`src/rtl/fp_pkg.sv`:
```
// Shared definitions for the FP issue sequencer: FSM states, latency classes,
// exception flag positions and the instruction fields that select latency.
package fp_pkg;

  typedef enum logic [1:0] {
    IDLE = 2'd0,
    EXEC = 2'd1,
    RESP = 2'd2
  } state_e;

  typedef enum logic [1:0] {
    CLS_BASE = 2'd0,
    CLS_MAC  = 2'd1,
    CLS_DIV  = 2'd2
  } lat_class_e;

  localparam int unsigned FLAGS_W = 5;

  localparam int unsigned FL_NV = 4;
  localparam int unsigned FL_DZ = 3;
  localparam int unsigned FL_OF = 2;
  localparam int unsigned FL_UF = 1;
  localparam int unsigned FL_NX = 0;

  localparam logic [4:0] FUNCT5_DIV  = 5'b00011;
  localparam logic [4:0] FUNCT5_SQRT = 5'b01011;

  localparam logic [6:0] OPC_FMADD  = 7'b1000011;
  localparam logic [6:0] OPC_FMSUB  = 7'b1000111;
  localparam logic [6:0] OPC_FNMSUB = 7'b1001011;
  localparam logic [6:0] OPC_FNMADD = 7'b1001111;

  function automatic logic is_fused(input logic [6:0] opcode);
    return (opcode == OPC_FMADD)  || (opcode == OPC_FMSUB) ||
           (opcode == OPC_FNMSUB) || (opcode == OPC_FNMADD);
  endfunction

endpackage

```
`src/rtl/fp_lat_lookup.sv`:
```
// Combinational decode of an FP instruction into its latency class and
// the counter preload (latency minus one).
module fp_lat_lookup
  import fp_pkg::*;
#(
  parameter int unsigned CNT_W    = 5,
  parameter int unsigned LAT_BASE = 1,
  parameter int unsigned LAT_MAC  = 3,
  parameter int unsigned LAT_DIV  = 12
) (
  input  logic [4:0]       funct5,
  input  logic [6:0]       opcode,
  output lat_class_e       lat_class_c,
  output logic [CNT_W-1:0] lat_m1_c
);

  // div/sqrt is keyed on funct5 alone and outranks the fused opcode match
  always_comb begin
    lat_class_c = CLS_BASE;
    lat_m1_c    = CNT_W'(LAT_BASE - 1);
    if ((funct5 == FUNCT5_DIV) || (funct5 == FUNCT5_SQRT)) begin
      lat_class_c = CLS_DIV;
      lat_m1_c    = CNT_W'(LAT_DIV - 1);
    end else if (is_fused(opcode)) begin
      lat_class_c = CLS_MAC;
      lat_m1_c    = CNT_W'(LAT_MAC - 1);
    end
  end

endmodule

```
`src/rtl/fp_issue_ctrl.sv`:
```
// Single-outstanding sequencer between the core pipeline and the DLFloat16 FPU:
// holds operands for the op's latency, captures result/flags, keeps sticky fflags.
module fp_issue_ctrl
  import fp_pkg::*;
#(
  parameter int unsigned XLEN     = 32,
  parameter int unsigned TAG_W    = 4,
  parameter int unsigned LAT_BASE = 1,
  parameter int unsigned LAT_MAC  = 3,
  parameter int unsigned LAT_DIV  = 12
) (
  input  logic               clk,
  input  logic               rst,
  input  logic               req_valid,
  output logic               req_ready,
  input  logic [31:0]        req_instr,
  input  logic [XLEN-1:0]    req_op1,
  input  logic [XLEN-1:0]    req_op2,
  input  logic [XLEN-1:0]    req_op3,
  input  logic [TAG_W-1:0]   req_tag,
  output logic [31:0]        fpu_instr,
  output logic [XLEN-1:0]    fpu_op1,
  output logic [XLEN-1:0]    fpu_op2,
  output logic [XLEN-1:0]    fpu_op3,
  input  logic [XLEN-1:0]    fpu_result,
  input  logic [FLAGS_W-1:0] fpu_flags,
  output logic               rsp_valid,
  input  logic               rsp_ready,
  output logic [XLEN-1:0]    rsp_result,
  output logic [FLAGS_W-1:0] rsp_flags,
  output logic [TAG_W-1:0]   rsp_tag,
  output logic [FLAGS_W-1:0] fflags,
  input  logic               fflags_clr,
  output logic               busy
);

  localparam int unsigned LAT_MAX =
    (LAT_DIV > LAT_MAC) ? ((LAT_DIV > LAT_BASE) ? LAT_DIV : LAT_BASE)
                        : ((LAT_MAC > LAT_BASE) ? LAT_MAC : LAT_BASE);
  localparam int unsigned CNT_W = $clog2(LAT_MAX) + 1;

  state_e           state_q;
  state_e           state_d;
  logic [CNT_W-1:0] cnt_q;
  logic [CNT_W-1:0] cnt_d;
  logic [TAG_W-1:0] tag_q;
  logic             accept;
  logic             capture;
  lat_class_e       lat_cls;
  logic [CNT_W-1:0] lat_m1;
  logic             unused_cls;

  fp_lat_lookup #(
    .CNT_W    (CNT_W),
    .LAT_BASE (LAT_BASE),
    .LAT_MAC  (LAT_MAC),
    .LAT_DIV  (LAT_DIV)
  ) u_lat_lookup (
    .funct5      (req_instr[31:27]),
    .opcode      (req_instr[6:0]),
    .lat_class_c (lat_cls),
    .lat_m1_c    (lat_m1)
  );

  // class is informational here; the pipelined variant consumes it
  assign unused_cls = ^lat_cls;

  // ready is a pure function of state and rsp_ready so back-to-back issue works
  assign req_ready = (state_q == IDLE) || ((state_q == RESP) && rsp_ready);

  always_ff @(posedge clk or posedge rst) begin
    if (rst) begin
      state_q <= IDLE;
    end else begin
      state_q <= state_d;
    end
  end

  always_comb begin
    state_d = state_q;
    cnt_d   = cnt_q;
    accept  = 1'b0;
    capture = 1'b0;
    unique case (state_q)
      IDLE: begin
        if (req_valid) begin
          accept  = 1'b1;
          cnt_d   = lat_m1;
          state_d = EXEC;
        end
      end
      EXEC: begin
        if (cnt_q == '0) begin
          capture = 1'b1;
          state_d = RESP;
        end else begin
          cnt_d = cnt_q - CNT_W'(1);
        end
      end
      RESP: begin
        if (rsp_ready) begin
          if (req_valid) begin
            accept  = 1'b1;
            cnt_d   = lat_m1;
            state_d = EXEC;
          end else begin
            state_d = IDLE;
          end
        end
      end
      default: state_d = IDLE;
    endcase
  end

  // datapath: operands latched on accept, response and sticky flags on capture
  always_ff @(posedge clk or posedge rst) begin
    if (rst) begin
      cnt_q      <= '0;
      tag_q      <= '0;
      fpu_instr  <= '0;
      fpu_op1    <= '0;
      fpu_op2    <= '0;
      fpu_op3    <= '0;
      rsp_result <= '0;
      rsp_flags  <= '0;
      rsp_tag    <= '0;
      rsp_valid  <= 1'b0;
      busy       <= 1'b0;
      fflags     <= '0;
    end else begin
      cnt_q     <= cnt_d;
      rsp_valid <= (state_d == RESP);
      busy      <= (state_d != IDLE);
      fflags    <= (fflags_clr ? '0 : fflags) | (capture ? fpu_flags : '0);
      if (accept) begin
        fpu_instr <= req_instr;
        fpu_op1   <= req_op1;
        fpu_op2   <= req_op2;
        fpu_op3   <= req_op3;
        tag_q     <= req_tag;
      end
      if (capture) begin
        rsp_result <= fpu_result;
        rsp_flags  <= fpu_flags;
        rsp_tag    <= tag_q;
      end
    end
  end

endmodule
```
`config.mk`:
```
export PLATFORM = sky130hd
export DESIGN_NAME = fp_issue_ctrl
export DESIGN_NICKNAME = d
export VERILOG_FILES = /design/src/rtl/fp_pkg.sv /design/src/rtl/fp_lat_lookup.sv /design/src/rtl/fp_issue_ctrl.sv
export SDC_FILE = /design/constraint.sdc
export NUM_CORES = 1
export LEC_CHECK = 0
export BUFFER_PORTS_ARGS = -buffer_cell sky130_fd_sc_hd__buf_2
export CAP_MARGIN = 20
export CORE_ASPECT_RATIO = 1.1
export CORE_MARGIN = 10
export CORE_UTILIZATION = 45
export CTS_CLUSTER_SIZE = 8
export DETAILED_ROUTE_END_ITERATION = 7
export GPL_TIMING_DRIVEN = 0
export PLACE_DENSITY = 0.85
export SLEW_MARGIN = 10
export SYNTH_ARGS = -nofsm -noshare
export SYNTH_HDL_FRONTEND = slang
export SYNTH_HIERARCHICAL = 1
export SYNTH_SLANG_ARGS = --single-unit
export TNS_END_PERCENT = 100
```
`constraint.sdc`:
```
create_clock -name clk -period 8 [get_ports clk]
set_input_delay 1.6 -clock clk [delete_from_list [all_inputs] [get_ports clk]]
set_output_delay 1.6 -clock clk [all_outputs]
set_load 0.05 [all_outputs]
```
==> impl_metrics.yaml, run 1 <==
clocking:
  clk_path_buf_depth: 2
  cts_hold_buf: 0
  cts_setup_buffers: 0
  clkTransAtPathRegs_ns: 0.07
  cts_tree: "yes"
  clkLatencyLatePin_ns: 0.42
  root_buffer: "clkbuf_16"
  numCtsBuffers: 17
  numClockSinks: 187
  ctsResizeCount: 0
  htree_num_levels: 4
worst_setup_path:
  endpoint_kind: "output pin"
  cp_data_required_time_ns: 6.40
  r2r-start: "state_q[1]"
  critPathArrivalTime_ns: 2.24
  r2r_slack_ns: 6.04
  reg2reg_depth: 6
  crit_type: "input port to output pin"
  critPathLaunchType: "input port"
  worstPathMaxFanout: 7
  worstReg2RegEnd: "fpu_op2[27]"
grt:
  antenna_found_initial: 2
  grt_usage_pct: 18.47
  grt_overflow: 0
  grt_pass1_vias: 5650
  grt_max_degree: 99
  grt_pass1_wl_um: 31420
cells_and_area:
  drive_gt1_share_pct: 68.62
  seqCellArea_mm2: 0.004679
  finalNetCount: 998
  multi_input_area_mm2: 0.002321
  syn2layout_area_growth_pct: 36.89
  n_antenna_cell: 0
  fillCellCount: 1188
timing:
  clock.fmax_mhz: 260.1
  finalMaxSlewViolations: 0
  rsz0062_at_grt: "false"
  setup_viol: 0
  fin_skew_ns: 0.01132
  hold_viol: 0
  min_period_over_period_pct: 48.06
  slew_headroom_pct: 58.01
  setup_ws_ns: 4.156
  tightestPinTransition_ns: 0.6299
  layout_min_cycle_time_ns: 3.844
routing:
  wl_um: 20660
  drt-vias-per-instance: 4.924
  ant_nets: 0
  routedWlPerCell_um: 19.96
  firstDrtPassIters: 4
  drt_iter0_drc: 150
  vias: 5096
  route.detailed.drc: 0
floorplan:
  ios: 351
  die_area_mm2: 0.02162
  rows: 48
  fp.dieH_um: 153.2
  start_util_pct: 46.13
  die_w_um: 141.1
  coreArea_mm2: 0.01574
job:
  maxCapViolCount: 0
hold_path:
  min_to: "fpu_op1[9]"
  min_path_type: "flop to flop"
  worstHoldPathCells: 1
  worstHoldStart: "fpu_op1[9]"
synth:
  synth_area_per_cell_um2: 16.06
  synth_area_mm2: 0.007258
  yosys_warnings: 6
  syn_inst: 452
placement:
  portBuffers: 350
  pre_cts_slack_ns: 4.152
  place.gp.congestion: 0.7850
  dp_hpwl_um: 16620
run_status:
  status: "finished, final reports clean"
-- critical path, stage by stage --
cell     delay, ns
buf_2         0.11
nor2b_1       0.09
buf_2         0.19
nor2_1        0.05
buf_2         0.21
-- flip-flops by register name, indices dropped and copies added, names as in the netlist, 2 cells and up --
signal      count
fflags          5
rsp_flags       5
fpu_op3        32
fpu_op1        32
fpu_instr      32
state_q         2
rsp_tag         4
tag_q           4
fpu_op2        32
cnt_q           5
rsp_result     32
-- metal layers --
layer  global-route usage (%)  wire [um]
met5                        0         25
met4                    6.447        430
met3                    9.482       2400
met2                    31.50      10300
met1                    18.95       7499
-- placed cells by master (no fill, tap or decap), drive strengths merged, types with 3 or more instances in the layout --
master,n
buf,376
dfrtp,187
mux2,168
clkbuf,22
inv,17
o21ai,13
o22ai,6
nor2,5
nor3,4
bufinv,4
nand2b,3
clkinvlp,3
nor4b,3
-- worst max-delay path by stage --
stage,to,cells after the start,startpoint
6_report,req_ready,5,rsp_ready
5_1_grt,req_ready,5,rsp_ready
4_1_cts,req_ready,5,rsp_ready
3_3_place_gp,rsp_flags[1],2,rst
3_5_place_dp,req_ready,5,rsp_ready
2_1_floorplan,busy,1,rst
-- per-stage QoR --
stage | cell area (um2) | hold slack, ns | utilization (%) | instances | TNS, ns
5_1_grt | 9936 | 0.5078 | 63.14 | 1035 | 0
2_1_floorplan | 7262 | 0.4779 | - | 453 | 0
6_report | 9936 | 0.4889 | 63.14 | 1035 | 0
3_3_place_gp | 9264 | 0.4622 | 58.87 | 1003 | -106.69
4_1_cts | 9936 | 0.4929 | 63.14 | 1035 | 0
3_5_place_dp | 9299 | 0.4773 | 59.10 | 1004 | 0
-- area by class of cell --
type                            count  share of cell area (%)
Tap cell                          200                   2.519
Clock inverter                     11                   1.813
Timing Repair Buffer              351                   17.91
Clock buffer                       20                   4.596
Inverter                           13                  0.5667
Multi-Input combinational cell    226                   23.36
Buffer                             27                   2.141
Sequential cell                   187                   47.10
Power of run 1 is not shown: default switching activity piles up to over one toggle a cycle in this logic, so the estimate is an artifact.
==> run 2, diff against run 1 <==
- ABC_AREA: default -> 1
- CORE_UTILIZATION: 45 -> 42
- PLACE_DENSITY: 0.85 -> 0.84
- clock period: 8 -> 3.38 ns (I/O delays scaled with it)
==> run 2 against run 1 <==
Non-clock buffer count is 18 higher. Count of clock-buffer cells in the layout shrank 1. Clock skew down 0.0025 ns. Synthesized cell count up 82%. Utilization is 4.1 points lower. Hold slack lost 0.19 ns. Sequential cell count stayed put. Global-route usage rose by 1.1 points. First-iteration DRC count rose to 2.5 times the previous value. Via count rose by 30%.
==> impl_metrics.yaml, run 2 <==
clocking:
  root_buffer: "clkbuf_16"
  cts_setup_buffers: 0
  clk_path_buf_depth: 2
  cts_tree: "yes"
  numCtsBuffers: 17
  numClockSinks: 187
  ctsResizeCount: 0
  htree_num_levels: 4
  cts_hold_buf: 0
  clkLatencyLatePin_ns: 0.42
  clkTransAtPathRegs_ns: 0.07
routing:
  drt-vias-per-instance: 4.571
  routedWlPerCell_um: 15.99
  route.detailed.drc: 0
  vias: 6610
  wl_um: 23120
  ant_nets: 0
  firstDrtPassIters: 6
  drt_iter0_drc: 382
synth:
  synth_area_per_cell_um2: 8.821
  synth_area_mm2: 0.007268
  syn_inst: 824
  yosys_warnings: 6
grt:
  grt_usage_pct: 19.57
  grt_max_degree: 40
  grt_pass1_wl_um: 35700
  antenna_found_initial: 1
  grt_pass1_vias: 6790
  grt_overflow: 0
placement:
  portBuffers: 350
  pre_cts_slack_ns: 1.403
  dp_hpwl_um: 18300
  place.gp.congestion: 0.8608
floorplan:
  fp.dieH_um: 158.0
  coreArea_mm2: 0.01702
  die_w_um: 145.4
  start_util_pct: 42.71
  rows: 50
  die_area_mm2: 0.02297
  ios: 351
cells_and_area:
  final_common_cell: "nand2_1"
  syn2layout_area_growth_pct: 38.29
  finalNetCount: 1374
  final_cell_mix: "nand2_1 (524), buf_2 (367), dfrtp_1 (187)"
  drive_gt1_share_pct: 36.00
  utilization_pct: 59.07
timing:
  hold_viol: 0
  tns_ns: 0
  finalMaxSlewViolations: 0
  setup_ws_ns: 1.273
  fin_skew_ns: 0.008795
  setup_viol: 0
  slew_headroom_pct: 63.81
  tightestPinTransition_ns: 0.5418
  min_period_over_period_pct: 62.32
  layout_min_cycle_time_ns: 2.107
  clock.fmax_mhz: 474.7
  rsz0062_at_grt: "false"
hold_path:
  min_path_type: "input port to async pin"
worst_setup_path:
  endpoint_kind: "output pin"
  critPathLaunchType: "flop"
  critPathArrivalTime_ns: 1.43
  crit_type: "flop to output pin"
  worstPathMaxFanout: 2
  cp_data_required_time_ns: 2.70
pwr:
  peakVddDrop_mv: 0.7549
  power_density_mw_per_mm2: 1288
  p_leak_nw: 5.966
  total_power_w: 0.01294
run_status:
  status: "finished, final reports clean"
job:
  maxCapViolCount: 0
[run 2: worst max-delay path, stage by stage (launching register included)]
cell	delay, ns
dfrtp_1	0.42
inv_2	0.07
nor2_2	0.04
nor2_2	0.18
buf_2	0.31
[run 2: final cells by class]
cell class / count / area [um2]
diodes: 1 / 2.502
plain buffers: 41 / 261.5
clock buffers: 19 / 432.9
clock inverters: 12 / 187.7
fillers: 1487 / 6965
inverters: 25 / 100.1
multi-input cells: 572 / 2235
flip-flops and latches: 187 / 4679
well taps: 234 / 292.8
repair buffers: 355 / 1859
[run 2: path summary, 6_finish.rpt]
path                               start  slack (ns)             end  cells past startpoint
max                           state_q[1]        1.27       req_ready                      4
min                                  rst        0.30      fpu_op2[8]                      2
max reg2reg                     cnt_q[0]        1.67  rsp_result[20]                      8
min reg2reg                 rsp_flags[4]        0.47    rsp_flags[4]                      2
max in group asynchronous            rst        2.06   fpu_instr[28]                      5
min in group clk           req_instr[11]        0.44   fpu_instr[11]                      3
[run 2: layer usage]
metal	part of all wire (%)	vias up	global-route usage (%)
li1	-	3212	-
met3	8.1	63	7.139
met2	51	288	33.73
met1	38	3047	21.72
met4	3.2	0	7.852
met5	0	-	0
[run 2: where the power goes]
group / internal, W / leakage, nW / total [W] / switching (W)
clock: 0.00125 / 0.300 / 0.00211 / 0.000863
combinational: 0.00149 / 3.35 / 0.00698 / 0.00549
sequential: 0.00331 / 2.32 / 0.00385 / 0.000546
[run 2: stage by stage]
stage               cell area (um2)  instances  hold slack [ns]
finish                        10050       1446           0.2992
detailed placement             9428       1414           0.4531
global route                  10050       1446           0.3171
floorplan                      7276        825           0.4979
global placement               9320       1409           0.4494
CTS                           10050       1445           0.2917
Power figures use the tool's default switching activity.
